<file path="src/rtl/qsfp_shadow_pkg.sv">
// qsfp_shadow_pkg: shared types and constants for the QSFP shadow-memory capture path
package qsfp_shadow_pkg;
  typedef enum logic [2:0] {IDLE, WAIT_DATA, WRITE, DONE, ACK_WAIT} state_t;
  localparam logic [7:0] PG00 = 8'h00, PG02 = 8'h02, PG03 = 8'h03, PG20 = 8'h20, PG21 = 8'h21;
  localparam logic [9:0] BASE02 = 10'h100, BASE03 = 10'h180, BASE20 = 10'h200, BASE21 = 10'h280;
  // I2C master command-word flag bits, shared with the poller
  localparam int TFR_START_BIT = 8;
  localparam int TFR_STOP_BIT  = 9;
endpackage

</file>
<file path="src/rtl/qsfp_slot_map.sv">
// qsfp_slot_map: maps {page, addr} to a 10-bit shadow-memory byte offset
module qsfp_slot_map
  import qsfp_shadow_pkg::*;
(
  input  logic [7:0] page,
  input  logic [7:0] addr,
  output logic       mapped,
  output logic [9:0] offset
);
  logic [9:0] base;
  logic       hi_page;
  always_comb begin
    base    = page == PG02 ? BASE02 : page == PG03 ? BASE03 : page == PG20 ? BASE20 : BASE21;
    hi_page = page inside {PG02, PG03, PG20, PG21};
    mapped  = page == PG00 || (hi_page && addr[7]);
    offset  = !mapped ? '0 : page == PG00 ? {2'b00, addr} : base | {3'b000, addr[6:0]};
  end
endmodule

</file>
<file path="src/rtl/qsfp_rd_capture.sv">
// qsfp_rd_capture: captures poller read bytes from the I2C RX stream into the shadow memory
module qsfp_rd_capture
  import qsfp_shadow_pkg::*;
#(
  parameter int MEM_AW  = 7,
  parameter int TMO_W   = 20,
  parameter int TMO_CYC = 100000
) (
  input  logic              clk,
  input  logic              reset,
  input  logic              wren_logic,
  input  logic [7:0]        curr_rd_addr,
  input  logic [7:0]        curr_rd_page,
  output logic              rd_done,
  input  logic              rd_done_ack,
  input  logic              wr_cnt_rst,
  input  logic [7:0]        rx_data,
  input  logic              rx_valid,
  output logic              rx_ready,
  output logic              mem_wr_en,
  output logic [MEM_AW-1:0] mem_wr_addr,
  output logic [63:0]       mem_wr_data,
  output logic [7:0]        mem_wr_be,
  output logic              page_done,
  output logic [15:0]       byte_cnt,
  output logic              err_tmo,
  output logic              err_page
);
  state_t           state, nxt;
  logic [TMO_W-1:0] tmo_cnt;
  logic [7:0]       byte_q;
  logic             mapped, wr, tmo_hit;
  logic [9:0]       offset;

  qsfp_slot_map u_map (
    .page   (curr_rd_page),
    .addr   (curr_rd_addr),
    .mapped (mapped),
    .offset (offset)
  );

  always_ff @(posedge clk or posedge reset)
    if (reset) state <= IDLE;
    else state <= nxt;

  always_comb begin
    tmo_hit = state == WAIT_DATA && !rx_valid && wren_logic && tmo_cnt == TMO_W'(TMO_CYC - 1);
    nxt     = state;
    case (state)
      IDLE:      nxt = wren_logic ? WAIT_DATA : IDLE;
      WAIT_DATA: nxt = rx_valid ? WRITE : !wren_logic ? IDLE : tmo_hit ? DONE : WAIT_DATA;
      WRITE:     nxt = DONE;
      DONE:      nxt = rd_done_ack ? ACK_WAIT : DONE;
      ACK_WAIT:  nxt = rd_done_ack ? ACK_WAIT : wren_logic ? WAIT_DATA : IDLE;
      default:   nxt = IDLE;
    endcase
  end

  // write-side outputs are zeroed outside the write strobe so idle buses stay quiet
  always_comb begin
    wr          = state == WRITE && mapped;
    rx_ready    = !reset && (state == IDLE || state == WAIT_DATA);
    rd_done     = state == DONE;
    mem_wr_en   = wr;
    mem_wr_addr = wr ? MEM_AW'(offset[9:3]) : '0;
    mem_wr_data = wr ? {8{byte_q}} : '0;
    mem_wr_be   = wr ? 8'b1 << offset[2:0] : '0;
    page_done   = wr && curr_rd_addr == 8'hFF;
  end

  always_ff @(posedge clk or posedge reset)
    if (reset) begin
      tmo_cnt  <= '0;
      byte_q   <= '0;
      byte_cnt <= '0;
      err_tmo  <= 1'b0;
      err_page <= 1'b0;
    end else begin
      tmo_cnt  <= state == WAIT_DATA ? tmo_cnt + TMO_W'(1) : '0;
      if (state == WAIT_DATA && rx_valid) byte_q <= rx_data;
      byte_cnt <= wr_cnt_rst ? '0 : wr && byte_cnt != 16'hFFFF ? byte_cnt + 16'd1 : byte_cnt;
      err_tmo  <= !wr_cnt_rst && (err_tmo || tmo_hit);
      err_page <= !wr_cnt_rst && (err_page || (state == WRITE && !mapped));
    end
endmodule
</file>
<file path="config.mk">
export PLATFORM = sky130hd
export DESIGN_NAME = qsfp_rd_capture
export DESIGN_NICKNAME = d
export VERILOG_FILES = /design/src/rtl/qsfp_shadow_pkg.sv /design/src/rtl/qsfp_slot_map.sv /design/src/rtl/qsfp_rd_capture.sv
export SDC_FILE = /design/constraint.sdc
export NUM_CORES = 1
export LEC_CHECK = 0
export CORE_ASPECT_RATIO = 2
export CORE_UTILIZATION = 44
export CTS_BUF_LIST = sky130_fd_sc_hd__clkbuf_4
export CTS_CLUSTER_DIAMETER = 30
export DETAILED_ROUTE_END_ITERATION = 10
export PLACE_DENSITY = 0.93
export SLEW_MARGIN = 5
export SYNTH_ARGS = -nofsm -noshare
export SYNTH_HDL_FRONTEND = slang
export SYNTH_SLANG_ARGS = --single-unit
export TNS_END_PERCENT = 100
</file>
<file path="constraint.sdc">
create_clock -name clk -period 2.95 [get_ports clk]
set_input_delay 0.59 -clock clk [delete_from_list [all_inputs] [get_ports clk]]
set_output_delay 0.59 -clock clk [all_outputs]
set_load 0.03 [all_outputs]
</file>
==> flow_summary_export.csv <==
group,metric,value,unit
outcome,status,"complete, no violations",
drt,postRouteWirelength,7922,um
grt,grt_start_max_net_pins,30,
power,p_sw_frac,0.3193,
sta,hold_viol,0,
synth,synth_area,3118,sq um
power,seqPwrFrac,0.504,
floorplanning,die_w,61.53,um
floorplanning,num_io_pins,131,
sta,fin_crit,2.868,ns
cts,cts_buffers,5,
drt,drc,0,
power,ir_drop,0.0003727,V
placement,portBuffers,130,
placement,place.gp.congestion,0.8344,
sta,fmax,348.6,MHz
floorplanning,start_util,0.4528,
setup_path,endpoint_kind,"output port",
drt,first_pass_iters,4,
floorplanning,die_height,121.1,um
synth,syn_nets,373,
sta,skew,0.01671,ns
placement,dp_hpwl,6145,um
setup_path,worst_ep_arrival_time,2.28,ns
synth,syn_avg_cell_area,9.144,sq um
setup_path,start_kind,"input pin",
power,p_comb_frac,0.268,
sta,slew_headroom,0.6838,
drt,drtIter0Drc,106,
placement,dp.cells,509,
grt,gr-usage-all-layers,0.2207,
sta,tightest_slew,0.4735,ns
synth,netlist_instances,341,
synth,synth_top_area_share,0.3933,
sta,finalWorstSetupSlack,0.08172,ns
floorplanning,row_count,43,
cts,cts_buffer_depth,2,
cts,ctsHoldBuffers,0,
floorplanning,core_area,6887,sq um
sta,setup_viol,0,
synth,yosys_register_bits,49,
finish,final-instance-count-excl-fill,518,
cts,cts_num_sinks,49,
synth,async_flop_share,1.000,
cts,clock_latency,0.36,ns
cts,cts_root_buf,"clkbuf_4",
finish,syn2layout_area_growth,35.19,%
drt,vias_per_cell,5.456,
power,p_int,1.136,mW
drt,drt-wirelength-per-cell,15.29,um
finish,drive_gt1_frac,0.3435,
synth,ys_seq_area_frac,0.3933,
power,p_clk_frac,0.229,
grt,grt_pass1_vias,2785,
power,powerDensity,396.0,nW/um^2
sta,rsz0062_at_grt,"no",
setup_path,required,2.36,ns
finish,fin_nets,460,
cts,ctsHtreeMaxLevel,2,
synth,synth_top_area_cell,"dfrtp_1",
grt,grt_antenna_before_repair,0,
cts,cts_tree,"yes",
synth,synth_area_leaders,"dfrtp_1, buf_4, nor2_1, mux2_2, xnor2_1",
sta,hold_ws,0.5197,ns
sta,drv_slew,0,
setup_path,criticalPathCategory,"input pin to output port",
synth,synth.distinct_cells,45,
floorplanning,dieArea,7448,sq um
power,switchingPower,0.5330,mW
drt,vias,2826,
synth,synth-warning-count,0,
synth,yosysMostFrequentCell,"buf_4",
drt,antenna_left,0,
synth,synth_ff_type,"dfrtp_1",
grt,grt_pass1_wl,12560,um
setup_path,critical_path.max_fanout,4,
worst_hold_path,hold_class,"flip-flop to flip-flop",
synth,synth_top_cells_by_count,"buf_4, dfrtp_1, nor2_1",
grt,overflow,0,
placement,dp_slack,-0.3117,ns
sta,fin_crit_sh,0.9723,
cts,clk_pin_slew,0.14,ns
job,max_cap_violations,0,
finish,antenna_cells,0,
power,p_leak,1.877,nW
synth,synth-edff-count,0,
## worst max-delay path, stage by stage
cell,delay [ns]
clkbuf_2,0.08
or4_4,0.55
nor4_4,0.33
and2_4,0.26
buf_6,0.12
and4b_1,0.21
buf_6,0.14
## cells in the final DEF (no fill, tap or decap), types with 2 or more instances in the layout
cell,Yosys,final
dlymetal6s2s_1,0,2
and3_2,3,3
or4_1,7,7
nand3_1,13,13
xor2_1,9,9
inv_1,10,9
and3_4,0,7
and4b_1,3,3
nor4_1,7,4
mux2i_1,2,2
nor2b_1,4,4
buf_6,1,9
nor3_1,7,7
nor2_2,0,2
clkdlybuf4s50_1,0,43
and2b_2,2,2
dfrtp_1,49,49
and3_1,15,8
o31ai_1,6,6
and4_1,4,4
or3_1,5,5
buf_4,56,88
nor2_1,38,35
ha_1,2,2
mux2_2,9,9
clkbuf_4,0,5
nand2_1,15,14
clkbuf_2,1,3
nand4_1,11,11
xnor2_1,11,11
nor4_4,1,4
a21oi_1,17,17
o21ai_0,9,8
nor3b_2,0,2
## layout make-up
type | instances | area, sq um
multi-input cells | 215 | 1504
repair buffers | 147 | 1262
inverters | 10 | 37.54
well taps | 90 | 112.6
clock buffers | 5 | 37.54
fillers | 565 | 2671
clock inverters | 2 | 35.03
flip-flops and latches | 49 | 1226
## repair_timing
| item | in CTS | in global routing |
|---|---|---|
| setup endpoints to repair | 81 | 58 |
| pin swaps | 5 | 4 |
| gates resized for setup | 13 | 11 |
| buffers inserted | 0 | 2 |
## worst paths after layout
| path | start | endpoint | slack, ns | depth (start not counted) |
|---|---|---|---|---|
| max | curr_rd_page[7] | mem_wr_be[1] | 0.08 | 7 |
| min reg2reg | tmo_cnt[0]$_DFF_PP0_ | tmo_cnt[0]$_DFF_PP0_ | 0.52 | 1 |
| max reg2reg | state[2]$_DFF_PP0_ | byte_cnt[9]$_DFFE_PP0P_ | 0.67 | 7 |
| min | tmo_cnt[0]$_DFF_PP0_ | tmo_cnt[0]$_DFF_PP0_ | 0.52 | 1 |
| min in group asynchronous | reset | byte_q[5]$_DFFE_PP0P_ | 0.61 | 2 |
| max in group asynchronous | reset | tmo_cnt[11]$_DFF_PP0_ | 1.82 | 3 |
## power by group through the flow
stage	Combinational, mW	Sequential, mW	Clock, mW
CTS	0.450	0.840	0.394
global placement	0.433	0.847	0
global route	0.488	0.854	0.413
finish	0.447	0.841	0.382
floorplan	0.307	0.827	0
detailed placement	0.449	0.852	0
## metal layers
| layer | wire length, um | global-route usage |
|---|---|---|
| met5 | 0 | 0 |
| met2 | 4488 | 0.4147 |
| met1 | 2720 | 0.2258 |
| met4 | 288 | 0.1000 |
| met3 | 424 | 0.02559 |
## stage by stage
| step | total power [mW] | utilization | TNS, ns | instance area (sq um) |
|---|---|---|---|---|
| floorplan | 1.135 | - | -0.4274 | 3254 |
| global placement | 1.280 | 0.5952 | -14.85 | 4099 |
| detailed placement | 1.301 | 0.5952 | -19.24 | 4099 |
| CTS | 1.684 | 0.6096 | 0 | 4198 |
| global route | 1.755 | 0.6121 | 0 | 4215 |
| finish | 1.669 | 0.6121 | 0 | 4215 |
## flip-flops by register name, indices dropped and copies added (netlist names)
register and count:
err_page 1, byte_q 8, tmo_cnt 20, byte_cnt 16, err_tmo 1, state 3
## logic make-up after synthesis
logic type,after synthesis,share of synthesized area
and+or+nand+nor,147,0.2701
buffers and inverters,77,0.1665
DFF,49,0.3933
AOI/OAI and AO/OA,35,0.06701
xor gates and xnor gates,20,0.05618
muxes,11,0.03893
adders and majority gates,2,0.008024
Power figures use the tool's default switching activity.
==> edit 1, RTL diff (same settings) <==
Set the parameter `TMO_W` to 40 (it was 20).
--- a/src/rtl/qsfp_rd_capture.sv
+++ b/src/rtl/qsfp_rd_capture.sv
@@ -3,7 +3,7 @@
   import qsfp_shadow_pkg::*;
 #(
   parameter int MEM_AW  = 7,
-  parameter int TMO_W   = 20,
+  parameter int TMO_W   = 40,
   parameter int TMO_CYC = 100000
 ) (
   input  logic              clk,
Formal check against the unedited RTL: no difference found for any inputs over 10 cycles, from zero or initial values and one cycle with reset high; that may be too few to reach the edited logic, so the function may still have changed.
==> edit 1 against the unedited design <==
- worst setup slack worse by 0.051 ns
- sequential cell count up 20
- cell area up 27%
- register-to-register slack worse by 0.15 ns
- global-route usage increased by 0.35 points
- worst hold slack got worse by 0.010 ns
- clock power increased by 58%
- total power is 32% higher
- clock skew shrank 0.0033 ns
- area after synthesis grew 36%
- combinational power grew 9.4%
- routed wire length is 44% higher
- maximum frequency down 1.7%
- critical endpoint is now mem_wr_data[55]
- largest cell class unchanged
- largest power group unchanged
- highest routed layer unchanged
==> edit 1: results (changes against the unedited design) <==
| Metric | Value |
|---|---|
| Peak supply drop | `0.000208 V (-44%)` |
| Reg2reg path depth | `6 (-1)` |
| Met3 wire length | `877 um (+110%)` |
| Count of cell types in the netlist | `47 (+4.4%)` |
| Largest registers | `tmo_cnt (40), byte_cnt (16), byte_q (8)` |
| Vias in the first global route | `3760 (+35%)` |
| Met1 WL | `3660 um (+34%)` |
| Fillers | `743 (+32%)` |
| Mapped Avg Cell Area | `9.11 um^2 (-0.34%)` |
| Final period util | `98.9% (+1.7 points)` |
| Worst reg2reg setup slack | `0.52 ns (-0.15 ns)` |
| Met2 GRT Util | `43.4% (+1.9 points)` |
| Internal | `1510 uW (+33%)` |
| Proportion of power drawn by the clock network | `27.3% (+4.4 points)` |
| Status | `completed` |
| Initial drt markers | `411 (+290%)` |
| Worst r2r dst | `tmo_cnt[34]` |
| Worst Path Max Fanout | `15 (+11)` |
| Post-synth top cells | `dfrtp_1, buf_4, nor2_1` |
| Met2 routed WL | `6300 um (+40%)` |
| Post-synthesis sequential area ratio | `40.7% (+1.3 points)` |
| DP Worst Slack | `-0.176 ns (+0.136 ns)` |
| Post-synth net total | `498 (+34%)` |
| Routability cong. | `0.879 (+5.3%)` |
| Nets@finish | `581 (+26%)` |
| Area post-placement | `5160 um^2 (+26%)` |
| Grt met3 use | `4.29% (+1.7 points)` |
| Slowest-stage cell, CP | `clkdlybuf4s50_1` |
| Leakage | `0.00226 uW (+20%)` |
==> edit 1: layout make-up <==
| cell class | instances | area share, % |
|---|---|---|
| antenna | 1 | 0.0467 |
| clock buffer | 11 | 1.54 |
| clock inverter | 5 | 0.957 |
| inverter | 8 | 0.607 |
| multi-input combinational | 317 | 39.0 |
| sequential | 69 | 32.2 |
| tap | 104 | 2.43 |
| timing repair buffer | 144 | 23.2 |
==> edit 1: logic make-up after synthesis <==
group,Yosys count,share of synthesized area [%]
simple gates,222,30.1
buf+inv,80,12.6
flops,69,40.7
compound gates,51,6.81
xor+xnor,32,6.60
mux,10,2.62
fa+ha+maj,2,0.589
==> edit 1: metrics by stage <==
stage | hold WS (ns) | utilization [%]
after floorplan | 0.455 | -
after global placement | 0.473 | 55.0
after detailed placement | 0.492 | 55.0
after CTS | 0.508 | 56.8
after global routing | 0.540 | 57.1
final | 0.509 | 57.1
==> edit 2, RTL diff (same flow settings) <==
Made on the original files. Register the output `byte_cnt` once more, with the module's reset; this adds one clock of latency there. The other outputs are not delayed to match.
--- a/src/rtl/qsfp_rd_capture.sv
+++ b/src/rtl/qsfp_rd_capture.sv
@@ -26,6 +26,8 @@
   output logic              err_tmo,
   output logic              err_page
 );
+
+  logic [15:0] byte_cnt_s0;
   state_t           state, nxt;
   logic [TMO_W-1:0] tmo_cnt;
   logic [7:0]       byte_q;
@@ -72,14 +74,22 @@
     if (reset) begin
       tmo_cnt  <= '0;
       byte_q   <= '0;
-      byte_cnt <= '0;
+      byte_cnt_s0 <= '0;
       err_tmo  <= 1'b0;
       err_page <= 1'b0;
     end else begin
       tmo_cnt  <= state == WAIT_DATA ? tmo_cnt + TMO_W'(1) : '0;
       if (state == WAIT_DATA && rx_valid) byte_q <= rx_data;
-      byte_cnt <= wr_cnt_rst ? '0 : wr && byte_cnt != 16'hFFFF ? byte_cnt + 16'd1 : byte_cnt;
+      byte_cnt_s0 <= wr_cnt_rst ? '0 : wr && byte_cnt_s0 != 16'hFFFF ? byte_cnt_s0 + 16'd1 : byte_cnt_s0;
       err_tmo  <= !wr_cnt_rst && (err_tmo || tmo_hit);
       err_page <= !wr_cnt_rst && (err_page || (state == WRITE && !mapped));
     end
+  always_ff @(posedge clk or posedge reset) begin
+    if (reset) begin
+      byte_cnt <= '0;
+    end else begin
+      byte_cnt <= byte_cnt_s0;
+    end
+  end
+
 endmodule
Formal check against the unedited RTL: not equivalent (a bounded check fails within 4 cycles, from zero or initial values and one cycle with reset high).
==> edit 2 against the unedited design <==
- area after synthesis grew 11%
- global-route usage down 1.2 points
- sequential cell count up 16
- sequential share of layout area up 7.8 points
- routed wire length increased by 5.3%
- total power up 18%
- worst setup slack got worse by 0.027 ns
- combinational power grew 2%
- cell area rose by 4.5%
- count of clock-buffer cells in the layout grew 6
- core utilization down 3.3 points
- via count is 3.6% higher
- clock skew shrank 0.00081 ns
- die area increased by 11%
- critical path type unchanged
- critical endpoint is now mem_wr_be[0]
- largest power group unchanged
==> edit 2: results (changes against the unedited design) <==
| Metric | Value |
|---|---|
| Reg2reg path depth | `6 (-1)` |
| # diodes | `1 (+1)` |
| WP data arrival | `2.31 ns (+0.03 ns)` |
| FFs & Latches | `65 (+33%)` |
| Non-CTS buffers | `138 (-6.1%)` |
| Met2 routed WL | `4820 um (+7.4%)` |
| Sw Ratio | `31.2% (-0.72 points)` |
| Combinational share of power | `23.0% (-3.8 points)` |
| Post-Synth Adder-Cell Area | `0.724% (-0.079 points)` |
| Post-synth net total | `387 (+3.8%)` |
| Syn Inst Count | `355 (+4.1%)` |
| DP HPWL | `6310 um (+2.7%)` |
| Worst r2r dst | `byte_cnt_s0[13]` |
| Status | `completed` |
| Post-Route WL | `8350 um (+5.3%)` |
| Worst Path Max Fanout | `6 (+2)` |
| DP Worst Slack | `-0.0442 ns (+0.267 ns)` |
| Vias in the first global route | `2716 (-2.5%)` |
| Largest registers | `tmo_cnt (20), byte_cnt (16), byte_cnt_s0 (16)` |
| Nets@finish | `470 (+2.2%)` |
| CTS Buf Count | `9 (+4)` |
| H-tree levels | `3 (+1)` |
| Layout area overhead | `27.4%` |
| Min Hold Slack | `0.427 ns (-0.0923 ns)` |
| Count of cell types in the netlist | `42 (-6.7%)` |
| Final Core Density | `58.0% (-3.3 points)` |
| Peak supply drop | `0.000190 V (-49%)` |
| Vias/cell | `5.47 (+0.32%)` |
| Layout cells sized above 1 | `28.9% (-5.5 points)` |
| Post-synthesis sequential area ratio | `47.1% (+7.7 points)` |
| Met1 WL | `2850 um (+4.7%)` |
| Placed insts | `521 (+2.4%)` |
| Initial antenna violation count | `1 (+1)` |
| Post-synth top cells | `dfrtp_1, buf_4, nor2_1` |
| Synth top area cells | `dfrtp_1, buf_4, xor2_1` |
| Initial drt markers | `122 (+15%)` |
| WHS Path Cells | `0 (-1)` |
| Met2 GRT Util | `40.0% (-1.5 points)` |
| GR Util met1 | `19.8% (-2.7 points)` |
| Worst r2r src | `state[0]` |
| Multi-input combinational area share | `31.3% (-4.4 points)` |
| First-pass GRT wire length | `13000 um (+3.5%)` |
edit 2: changes by cell type after synthesis, sizes merged, moves of 3 or more:
cell    before  now
dfrtp       49   65
nand2       15   27
nor2        38   28
and2         1    7
o31ai        7    1
or3          5   11
xnor2       11    5
xor2         9   15
inv         10    5
nand3       14   19
or4          8    3
nor4b        1    5
clkbuf       8    5
edit 2: critical path, cell delays in order:
cell and delay (ns):
clkdlybuf4s50_1 0.45, nor4_2 0.29, and3_1 0.23, nand2_2 0.08, buf_4 0.17, nor4_1 0.27, buf_4 0.23
edit 2: how the worst max path moves through the flow:
stage,slack (ns),cells past startpoint,startpoint,to
after global routing,-0.05,7,curr_rd_page[3],mem_wr_addr[6]
after global placement,0.01,6,curr_rd_page[3],mem_wr_data[53]
after detailed placement,-0.04,6,curr_rd_page[3],mem_wr_data[13]
final,0.05,7,curr_rd_page[3],mem_wr_be[0]
after floorplan,0.05,6,curr_rd_page[5],mem_wr_be[6]
after CTS,0.05,7,curr_rd_page[3],mem_wr_be[1]
